**src/rtl/core2axi4l_pipe_pkg.sv**
```systemverilog
// Shared types for the pipelined core-to-AXI4-Lite bridge: the transaction
// tag kept in the tracking FIFO and the AXI response codes.
package core2axi4l_pipe_pkg;

    // Response codes carried on RRESP/BRESP
    typedef logic [1:0] resp_t;
    localparam resp_t OKAY   = 2'b00;
    localparam resp_t EXOKAY = 2'b01;
    localparam resp_t SLVERR = 2'b10;
    localparam resp_t DECERR = 2'b11;

    // Kind of transaction waiting for its response
    typedef enum logic {
        TXN_READ  = 1'b0,
        TXN_WRITE = 1'b1
    } txn_type_t;

    // Anything other than OKAY is reported to the core as an error
    function automatic logic resp_is_err(input resp_t resp);
        return (resp != OKAY);
    endfunction

endpackage

```
**src/rtl/core2axi4l_txn_fifo.sv**
```systemverilog
// In-order tracking FIFO: one entry per granted transaction, holding its
// type so responses can be steered back to the core in issue order.
module core2axi4l_txn_fifo
    import core2axi4l_pipe_pkg::*;
#(
    parameter int DEPTH = 2
) (
    input  logic      clk,
    input  logic      rst_n,
    input  logic      i_push,
    input  txn_type_t i_push_type,
    input  logic      i_pop,
    output logic      o_full,
    output logic      o_empty,
    output txn_type_t o_head
);

    localparam int PTR_W = (DEPTH > 1) ? $clog2(DEPTH) : 1;
    localparam int CNT_W = $clog2(DEPTH + 1);
    localparam logic [PTR_W-1:0] LAST_PTR = PTR_W'(DEPTH - 1);
    localparam logic [CNT_W-1:0] FULL_CNT = CNT_W'(DEPTH);

    txn_type_t        r_mem [DEPTH];
    logic [PTR_W-1:0] r_wptr;
    logic [PTR_W-1:0] r_rptr;
    logic [CNT_W-1:0] r_count;
    logic             w_push;
    logic             w_pop;

    function automatic logic [PTR_W-1:0] next_ptr(input logic [PTR_W-1:0] ptr);
        return (ptr == LAST_PTR) ? '0 : ptr + 1'b1;
    endfunction

    assign o_full  = (r_count == FULL_CNT);
    assign o_empty = (r_count == '0);
    assign o_head  = r_mem[r_rptr];
    assign w_push  = i_push & ~o_full;
    assign w_pop   = i_pop & ~o_empty;

    // Pointer and occupancy bookkeeping; push and pop together leave count unchanged
    always_ff @(posedge clk or negedge rst_n) begin
        if (!rst_n) begin
            r_wptr  <= '0;
            r_rptr  <= '0;
            r_count <= '0;
        end else begin
            if (w_push) r_wptr <= next_ptr(r_wptr);
            if (w_pop)  r_rptr <= next_ptr(r_rptr);
            if (w_push && !w_pop)      r_count <= r_count + 1'b1;
            else if (w_pop && !w_push) r_count <= r_count - 1'b1;
        end
    end

    // Entry storage, cleared on reset so the head never reads undefined
    always_ff @(posedge clk or negedge rst_n) begin
        if (!rst_n) begin
            for (int i = 0; i < DEPTH; i++) r_mem[i] <= TXN_READ;
        end else if (w_push) begin
            r_mem[r_wptr] <= i_push_type;
        end
    end

endmodule

```
**src/rtl/core2axi4l_pipe.sv**
```systemverilog
// Pipelined core-memory-interface to AXI4-Lite master bridge. Up to
// MAX_OUTSTANDING transactions in flight, AW and W accepted independently,
// responses returned to the core strictly in issue order.
// Optional macro CORE2AXI4L_PIPE_RESP_REG_EN registers the core response
// outputs (+1 cycle latency); without it the response path is combinational.
module core2axi4l_pipe
    import core2axi4l_pipe_pkg::*;
#(
    parameter int ADDR_W          = 32,
    parameter int DATA_W          = 32,
    parameter int MAX_OUTSTANDING = 2
) (
    input  logic                clk,
    input  logic                rst_n,
    // core side
    input  logic                i_core_req,
    input  logic                i_core_we,
    input  logic [DATA_W/8-1:0] i_core_be,
    input  logic [ADDR_W-1:0]   i_core_addr,
    input  logic [DATA_W-1:0]   i_core_wdata,
    output logic                o_core_gnt,
    output logic                o_core_rvalid,
    output logic [DATA_W-1:0]   o_core_rdata,
    output logic                o_core_err,
    // AXI4-Lite write address
    output logic [ADDR_W-1:0]   o_axi_awaddr,
    output logic [2:0]          o_axi_awprot,
    output logic                o_axi_awvalid,
    input  logic                i_axi_awready,
    // AXI4-Lite write data
    output logic [DATA_W-1:0]   o_axi_wdata,
    output logic [DATA_W/8-1:0] o_axi_wstrb,
    output logic                o_axi_wvalid,
    input  logic                i_axi_wready,
    // AXI4-Lite write response
    input  logic [1:0]          i_axi_bresp,
    input  logic                i_axi_bvalid,
    output logic                o_axi_bready,
    // AXI4-Lite read address
    output logic [ADDR_W-1:0]   o_axi_araddr,
    output logic [2:0]          o_axi_arprot,
    output logic                o_axi_arvalid,
    input  logic                i_axi_arready,
    // AXI4-Lite read data
    input  logic [DATA_W-1:0]   i_axi_rdata,
    input  logic [1:0]          i_axi_rresp,
    input  logic                i_axi_rvalid,
    output logic                o_axi_rready
);

    logic        w_full;
    logic        w_empty;
    txn_type_t   w_head;
    logic        w_issue;
    logic        w_rd_gnt;
    logic        w_wr_gnt;
    logic        w_gnt;
    logic        w_rd_pop;
    logic        w_wr_pop;
    logic        w_pop;
    logic        w_resp_err;
    logic [DATA_W-1:0] w_resp_rdata;
    logic        r_aw_done;
    logic        r_w_done;

    // Nothing issues while reset is held, so valids are low even if req is high
    assign w_issue = rst_n & i_core_req & ~w_full;

    assign o_axi_arvalid = w_issue & ~i_core_we;
    assign o_axi_awvalid = w_issue & i_core_we & ~r_aw_done;
    assign o_axi_wvalid  = w_issue & i_core_we & ~r_w_done;

    assign w_rd_gnt = o_axi_arvalid & i_axi_arready;
    assign w_wr_gnt = w_issue & i_core_we & (r_aw_done | i_axi_awready) & (r_w_done | i_axi_wready);
    assign w_gnt    = w_rd_gnt | w_wr_gnt;
    assign o_core_gnt = w_gnt;

    assign o_axi_awaddr = i_core_addr;
    assign o_axi_araddr = i_core_addr;
    assign o_axi_wdata  = i_core_wdata;
    assign o_axi_wstrb  = i_core_be;
    assign o_axi_awprot = 3'b000;
    assign o_axi_arprot = 3'b000;

    // Only the channel matching the oldest outstanding transaction is accepted
    assign o_axi_rready = ~w_empty & (w_head == TXN_READ);
    assign o_axi_bready = ~w_empty & (w_head == TXN_WRITE);

    assign w_rd_pop = i_axi_rvalid & o_axi_rready;
    assign w_wr_pop = i_axi_bvalid & o_axi_bready;
    assign w_pop    = w_rd_pop | w_wr_pop;

    assign w_resp_rdata = w_rd_pop ? i_axi_rdata : '0;
    assign w_resp_err   = (w_rd_pop & resp_is_err(i_axi_rresp)) |
                          (w_wr_pop & resp_is_err(i_axi_bresp));

    // Remember which write halves already handshook while waiting for the other
    always_ff @(posedge clk or negedge rst_n) begin
        if (!rst_n) begin
            r_aw_done <= 1'b0;
            r_w_done  <= 1'b0;
        end else if (w_wr_gnt) begin
            r_aw_done <= 1'b0;
            r_w_done  <= 1'b0;
        end else begin
            if (o_axi_awvalid && i_axi_awready) r_aw_done <= 1'b1;
            if (o_axi_wvalid && i_axi_wready)   r_w_done  <= 1'b1;
        end
    end

    core2axi4l_txn_fifo #(
        .DEPTH (MAX_OUTSTANDING)
    ) u_txn_fifo (
        .clk         (clk),
        .rst_n       (rst_n),
        .i_push      (w_gnt),
        .i_push_type (i_core_we ? TXN_WRITE : TXN_READ),
        .i_pop       (w_pop),
        .o_full      (w_full),
        .o_empty     (w_empty),
        .o_head      (w_head)
    );

`ifdef CORE2AXI4L_PIPE_RESP_REG_EN
    logic              r_core_rvalid;
    logic [DATA_W-1:0] r_core_rdata;
    logic              r_core_err;

    // Register the response toward the core; the stage is always free to accept
    always_ff @(posedge clk or negedge rst_n) begin
        if (!rst_n) begin
            r_core_rvalid <= 1'b0;
            r_core_rdata  <= '0;
            r_core_err    <= 1'b0;
        end else begin
            r_core_rvalid <= w_pop;
            r_core_rdata  <= w_resp_rdata;
            r_core_err    <= w_resp_err;
        end
    end

    assign o_core_rvalid = r_core_rvalid;
    assign o_core_rdata  = r_core_rdata;
    assign o_core_err    = r_core_err;
`else
    assign o_core_rvalid = w_pop;
    assign o_core_rdata  = w_resp_rdata;
    assign o_core_err    = w_resp_err;
`endif

endmodule

```
**config.mk**
```make
export PLATFORM = sky130hd
export DESIGN_NAME = core2axi4l_pipe
export DESIGN_NICKNAME = d
export VERILOG_FILES = /design/src/rtl/core2axi4l_pipe_pkg.sv /design/src/rtl/core2axi4l_txn_fifo.sv /design/src/rtl/core2axi4l_pipe.sv
export SDC_FILE = /design/constraint.sdc
export NUM_CORES = 1
export LEC_CHECK = 0
export ABC_AREA = 1
export CAP_MARGIN = 5
export CORE_AREA = 3 3 99 101
export CTS_CLUSTER_SIZE = 24
export DETAILED_ROUTE_END_ITERATION = 10
export DIE_AREA = 0 0 102 104
export GPL_TIMING_DRIVEN = 0
export HOLD_SLACK_MARGIN = 0.08
export PLACE_DENSITY_LB_ADDON = 0.1
export SETUP_SLACK_MARGIN = 0.1
export SKIP_CTS_REPAIR_TIMING = 1
export SYNTH_ARGS = -nofsm -noshare
export SYNTH_HDL_FRONTEND = slang
export SYNTH_SLANG_ARGS = --single-unit
export TNS_END_PERCENT = 30
```
**constraint.sdc**
```tcl
create_clock -name clk -period 1.5 [get_ports clk]
set_input_delay 0.3 -clock clk [delete_from_list [all_inputs] [get_ports clk]]
set_output_delay 0.3 -clock clk [all_outputs]
set_load 0.02 [all_outputs]
```
* Word-level counts from Yosys, hierarchy flattened
Index checks and enable logic that the tools add are counted.
Storage, ports and cells: word-level logic and storage cells 74, output and inout port bits 146, register bits after elaboration 8
Cells by class: multiplexer cells 16, reductions and logical operators 13, eq/ne operators 1, add/subtract/negate cells 4, bitwise gates (word level) 30, magnitude comparators 3
Operators by type and width (number):
- $mux 32 | 1
- $and 1x1->1 | 17
- $mux 1 | 11
- $reduce_bool 2->1 | 5
- $not 1->1 | 6
- $logic_and 1x1->1 | 5
- $or 1x1->1 | 5
- $ge 2x2->1 const B | 2
- $mux 2 | 2
- $not 1->2 | 2
- $add 1x1->1 const B | 2
- $add 2x1->2 const B | 1
- $bwmux 2 | 1
- $eq 2x2->1 const B | 1
- $logic_not 1->1 | 2
- $logic_not 2->1 | 1
- $lt 2x1->1 const B | 1
- $sub 2x1->2 const B | 1
- $demux 1 s1 | 1

* Longest topological paths before layout
word-level depth 12, mapped depth 11, mapped depth without buffers 11

* Cells and area by module
A second synthesis with hierarchy kept.
Unflattened totals: cell total of the unflattened synthesis 251, area, all modules 1589.0 um^2
By module, submodules not included:
- core2axi4l_pipe | sequential area each 50.0 um^2, area an instance 1266.2 um^2, times used 1, cells each 209
- core2axi4l_txn_fifo | sequential area each 150.1 um^2, area an instance 322.8 um^2, times used 1, cells each 42

* Worst setup path after synthesis
OpenSTA, ideal clock, no wires.
path type flip-flop to flip-flop, start register u_txn_fifo.r_rptr, end register u_txn_fifo.r_count[1], slack -0.354 ns, arrival time 1.729 ns, path buffers 0, stages on the path, launching flop included 11, setup time 0.125 ns, path through dfrtp_1 > nand2_1 > o21ai_2 > nor2_2 > nand2_1 > nand2_2 > inv_1 > ha_1 > a21oi_1 > o21ai_0 > xnor2_1
RTL lines:
- start: declaration | RTL line core2axi4l_txn_fifo.sv:25 | logic [PTR_W-1:0] r_rptr;
- start signal: assignment | RTL line core2axi4l_txn_fifo.sv:48 | if (w_pop) r_rptr <= next_ptr(r_rptr);
- $not 1->2 (not written as such) * | RTL line core2axi4l_txn_fifo.sv:36 | assign o_head = r_mem[r_rptr];
- $mux 1 (not written as such) * (3 in series) | RTL line core2axi4l_txn_fifo.sv:36
- $and 1x1->1 * | RTL line core2axi4l_pipe.sv:87 | assign o_axi_bready = ~w_empty & (w_head == TXN_WRITE);
- net o_axi_bready | RTL line core2axi4l_pipe.sv:38 | output logic o_axi_bready,
- $and 1x1->1 * | RTL line core2axi4l_pipe.sv:90 | assign w_wr_pop = i_axi_bvalid & o_axi_bready;
- $or 1x1->1 * | RTL line core2axi4l_pipe.sv:91 | assign w_pop = w_rd_pop | w_wr_pop;
- net o_core_rvalid | RTL line core2axi4l_pipe.sv:22 | output logic o_core_rvalid,
- $and 1x1->1 * | RTL line core2axi4l_txn_fifo.sv:38 | assign w_pop = i_pop & ~o_empty;
- $logic_not 1->1 | RTL line core2axi4l_txn_fifo.sv:49 | if (w_push && !w_pop) r_count <= r_count + 1'b1;
- $logic_and 1x1->1 | RTL line core2axi4l_txn_fifo.sv:49
- $mux 2 or $reduce_bool 2->1 (tied branches)
- end signal: assignment | RTL line core2axi4l_txn_fifo.sv:49
- end signal: assignment | RTL line core2axi4l_txn_fifo.sv:50 | else if (w_pop && !w_push) r_count <= r_count - 1'b1;
- end: declaration | RTL line core2axi4l_txn_fifo.sv:26 | logic [CNT_W-1:0] r_count;
Mark *: on every way through the listed nets, which the timed path passes. The rest lies on a longest branch. The select of a mux whose other input is x is not followed. A chain may end at the register's enable or synchronous reset.

* Worst setup path after layout
start register u_txn_fifo.r_rptr, end output o_core_rdata[2]
On the way: longest elaborated chain between the ends 8
RTL lines:
- $not 1->2 (not written as such) | RTL line core2axi4l_txn_fifo.sv:36
- $mux 1 (not written as such) (3 in series) | RTL line core2axi4l_txn_fifo.sv:36
- $not 1->1 | RTL line core2axi4l_pipe.sv:86 | assign o_axi_rready = ~w_empty & (w_head == TXN_READ);
- $and 1x1->1 | RTL line core2axi4l_pipe.sv:86
- $and 1x1->1 | RTL line core2axi4l_pipe.sv:89 | assign w_rd_pop = i_axi_rvalid & o_axi_rready;
- $mux 32 | RTL line core2axi4l_pipe.sv:93 | assign w_resp_rdata = w_rd_pop ? i_axi_rdata : '0;
- end: declaration | RTL line core2axi4l_pipe.sv:23 | output logic [DATA_W-1:0] o_core_rdata,
No other way between the ends. The select of a mux whose other input is x is not followed.

==> impl_results.md <==
- Port Buffers: 184
- Setup TNS: -9.11 ns
- # setup viols final: 40
- Period utilization: 1.21
- Post-route ant nets: 0
- Fillers: 975
- Core area: 9110 um2
- Synth warn: 0
- Largest cells by area after synthesis: buf_4 (51%), dfrtp_1 (13%), inv_1 (9.8%)
- Share of the synthesized area in the top cell type: 0.506
- First-pass DRT Iterations: 4
- Status: finished with violations
- Vias/cell: 3.37
- Seq/Total Area, Yosys: 0.127
- DP HPWL: 6.52 mm
- Root Buffer: clkbuf_8
- Critical path class: flop to output pin
- Share of layout cells above drive strength 1: 0.430
- Worst EP arrival: 1.51 ns
- Layout Cells excl Fill: 544
- Unrepaired setup endpoints after global routing: true
- R2r worst-path depth: 9
- CTS buffer count: 3
- Final Hold Viols: 0
- Reg2reg setup slack: -0.23 ns
- Drt wl/cell: 13.2 um
- Diodes inserted: 0
- Clock latency reported for the late side of the worst-skew pair: 0.23 ns
- Final worst setup slack: -0.310 ns
- Final-stage net count: 549
- Fin crit period: 1.81 ns
- Synth Cell Area: 1570 um2
- FF+latch count, synth: 8
- Die height: 104 um
- Worst hold start: u_txn_fifo.r_mem[0]
- Drt drc: 0
- Vias in the first global route: 1719
- Failing checks: negative setup slack
- Worst min path class: flop to flop
- Largest net degree at the start of global routing: 11
- Total grt overflow: 0
- RePlAce Congestion: 0.722
- Post-synth top area cell: buf_4
- First-pass GRT wire length: 10.0 mm
- Initial Util: 0.173
- TritonCTS Sinks: 8
- Netlist cell types: 27
- Most frequent cells in the layout: buf_4 (143), clkdlybuf4s50_1 (141), inv_1 (40)
- Worst Hold Path Cells: 2
- Worst Setup End Kind: output pin
- Ports: 259
- Most common cell after layout, fill and taps aside: buf_4
- Worst-path clk slew: 0.04 ns
- Placed Cells: 536
- Die ar.: 10600 um2
- Initial DRC Count: 18
- WP data required: 1.20 ns
- DR vias: 1834
- Area growth, synth to finish: 134%
- H-tree depth: 1
- Initial antenna violation count: 0
- Max frequency: 552 MHz
- Row cnt: 35
- Post-layout util: 0.405
- Hold EP: u_txn_fifo.r_mem[0]
- Power per standard cell area: 957 nW/um2
- Chip width: 102 um
- CTS tree: done
- Max-Cap Viols: 0
- Critical R2R Capture: u_txn_fifo.r_count[1]
- Post-place setup slack: -1.14 ns
- Lkg Pwr: 1.91 nW
- CP Launch Type: flop
- GRT Overall Usage: 0.123
- Peak VDD IR: 601 uV
- Clk_skew: 0.000379 ns
- CTS max path bufs: 2
- Slew Viols, Final: 0
- Worst r2r src: u_txn_fifo.r_rptr
- Synth Instances: 236
- Avg Inst Size Synth: 6.66 um2
- Routed WL: 7.20 mm
- Worst Path Max Fanout: 10
-- flip-flops by register name, summed over array words and instances (netlist names) --
signal / flops
u_txn_fifo.r_count: 2
u_txn_fifo.r_mem: 2
r_aw_done: 1
r_w_done: 1
u_txn_fifo.r_rptr: 1
u_txn_fifo.r_wptr: 1
-- critical path, stage by stage (launching register included) --
cell and delay (ns):
dfrtp_1 0.42, o21ai_4 0.24, nand3_4 0.15, buf_6 0.18
nor2_1 0.12, buf_4 0.16
-- kinds of logic after synthesis --
logic type                 count (synthesis)  synth area share
AOI/OAI and AO/OA                          7            0.0342
DFF                                        8             0.127
xor gates and xnor gates                   3            0.0167
adders and majority gates                  1           0.00796
buffers and inverters                    152             0.619
and+or+nand+nor                           64             0.193
other                                      1           0.00239
-- cell type report --
cell class,count,area (um2),area share
clock buffers,3,41.3,0.0112
multi-input cells,81,526,0.143
flip-flops and latches,8,203,0.0550
well taps,111,139,0.0377
repair buffers,189,1780,0.484
plain buffers,109,830,0.225
inverters,43,164,0.0445
-- worst max path at each step --
stage	from	to	cells after the start
after floorplan	u_txn_fifo.r_rptr	u_txn_fifo.r_count[1]	10
after global placement	rst_n	o_core_gnt	6
after detailed placement	rst_n	o_core_gnt	6
after CTS	rst_n	o_core_gnt	6
after global routing	u_txn_fifo.r_rptr	o_core_rdata[2]	5
final	u_txn_fifo.r_rptr	o_core_rdata[2]	5
-- cells in the mapped netlist (all sizes together) --
master / instances
buf: 109
inv: 43
nor2: 40
nand2: 17
dfrtp: 8
nand3: 4
o21ai: 3
a21oi: 2
xnor2: 2
a21boi: 1
conb: 1
ha: 1
nand3b: 1
nand4: 1
o22ai: 1
or2: 1
xor2: 1
-- per-layer routing --
metal  part of all wire  track usage
met5                  0            0
met1               0.31        0.119
met3               0.11       0.0389
met4             0.0050       0.0197
met2               0.58        0.248
-- stage by stage --
step                cell area, um2  hold slack (ns)  total power (W)
floorplan                     1660          0.00441          0.00202
global placement              3640            0.465          0.00324
detailed placement            3640            0.467          0.00325
CTS                           3680            0.383          0.00354
global route                  3680            0.514          0.00381
finish                        3680            0.475          0.00353
-- where the power goes --
part,internal [W],leakage (nW),switching (W)
Sequential,0.000339,0.0942,0.000138
Combinational,0.00131,1.79,0.00148
Clock,0.000174,0.0216,0.0000900
Total,0.00182,1.91,0.00171
(Power assumes the default switching activity.)
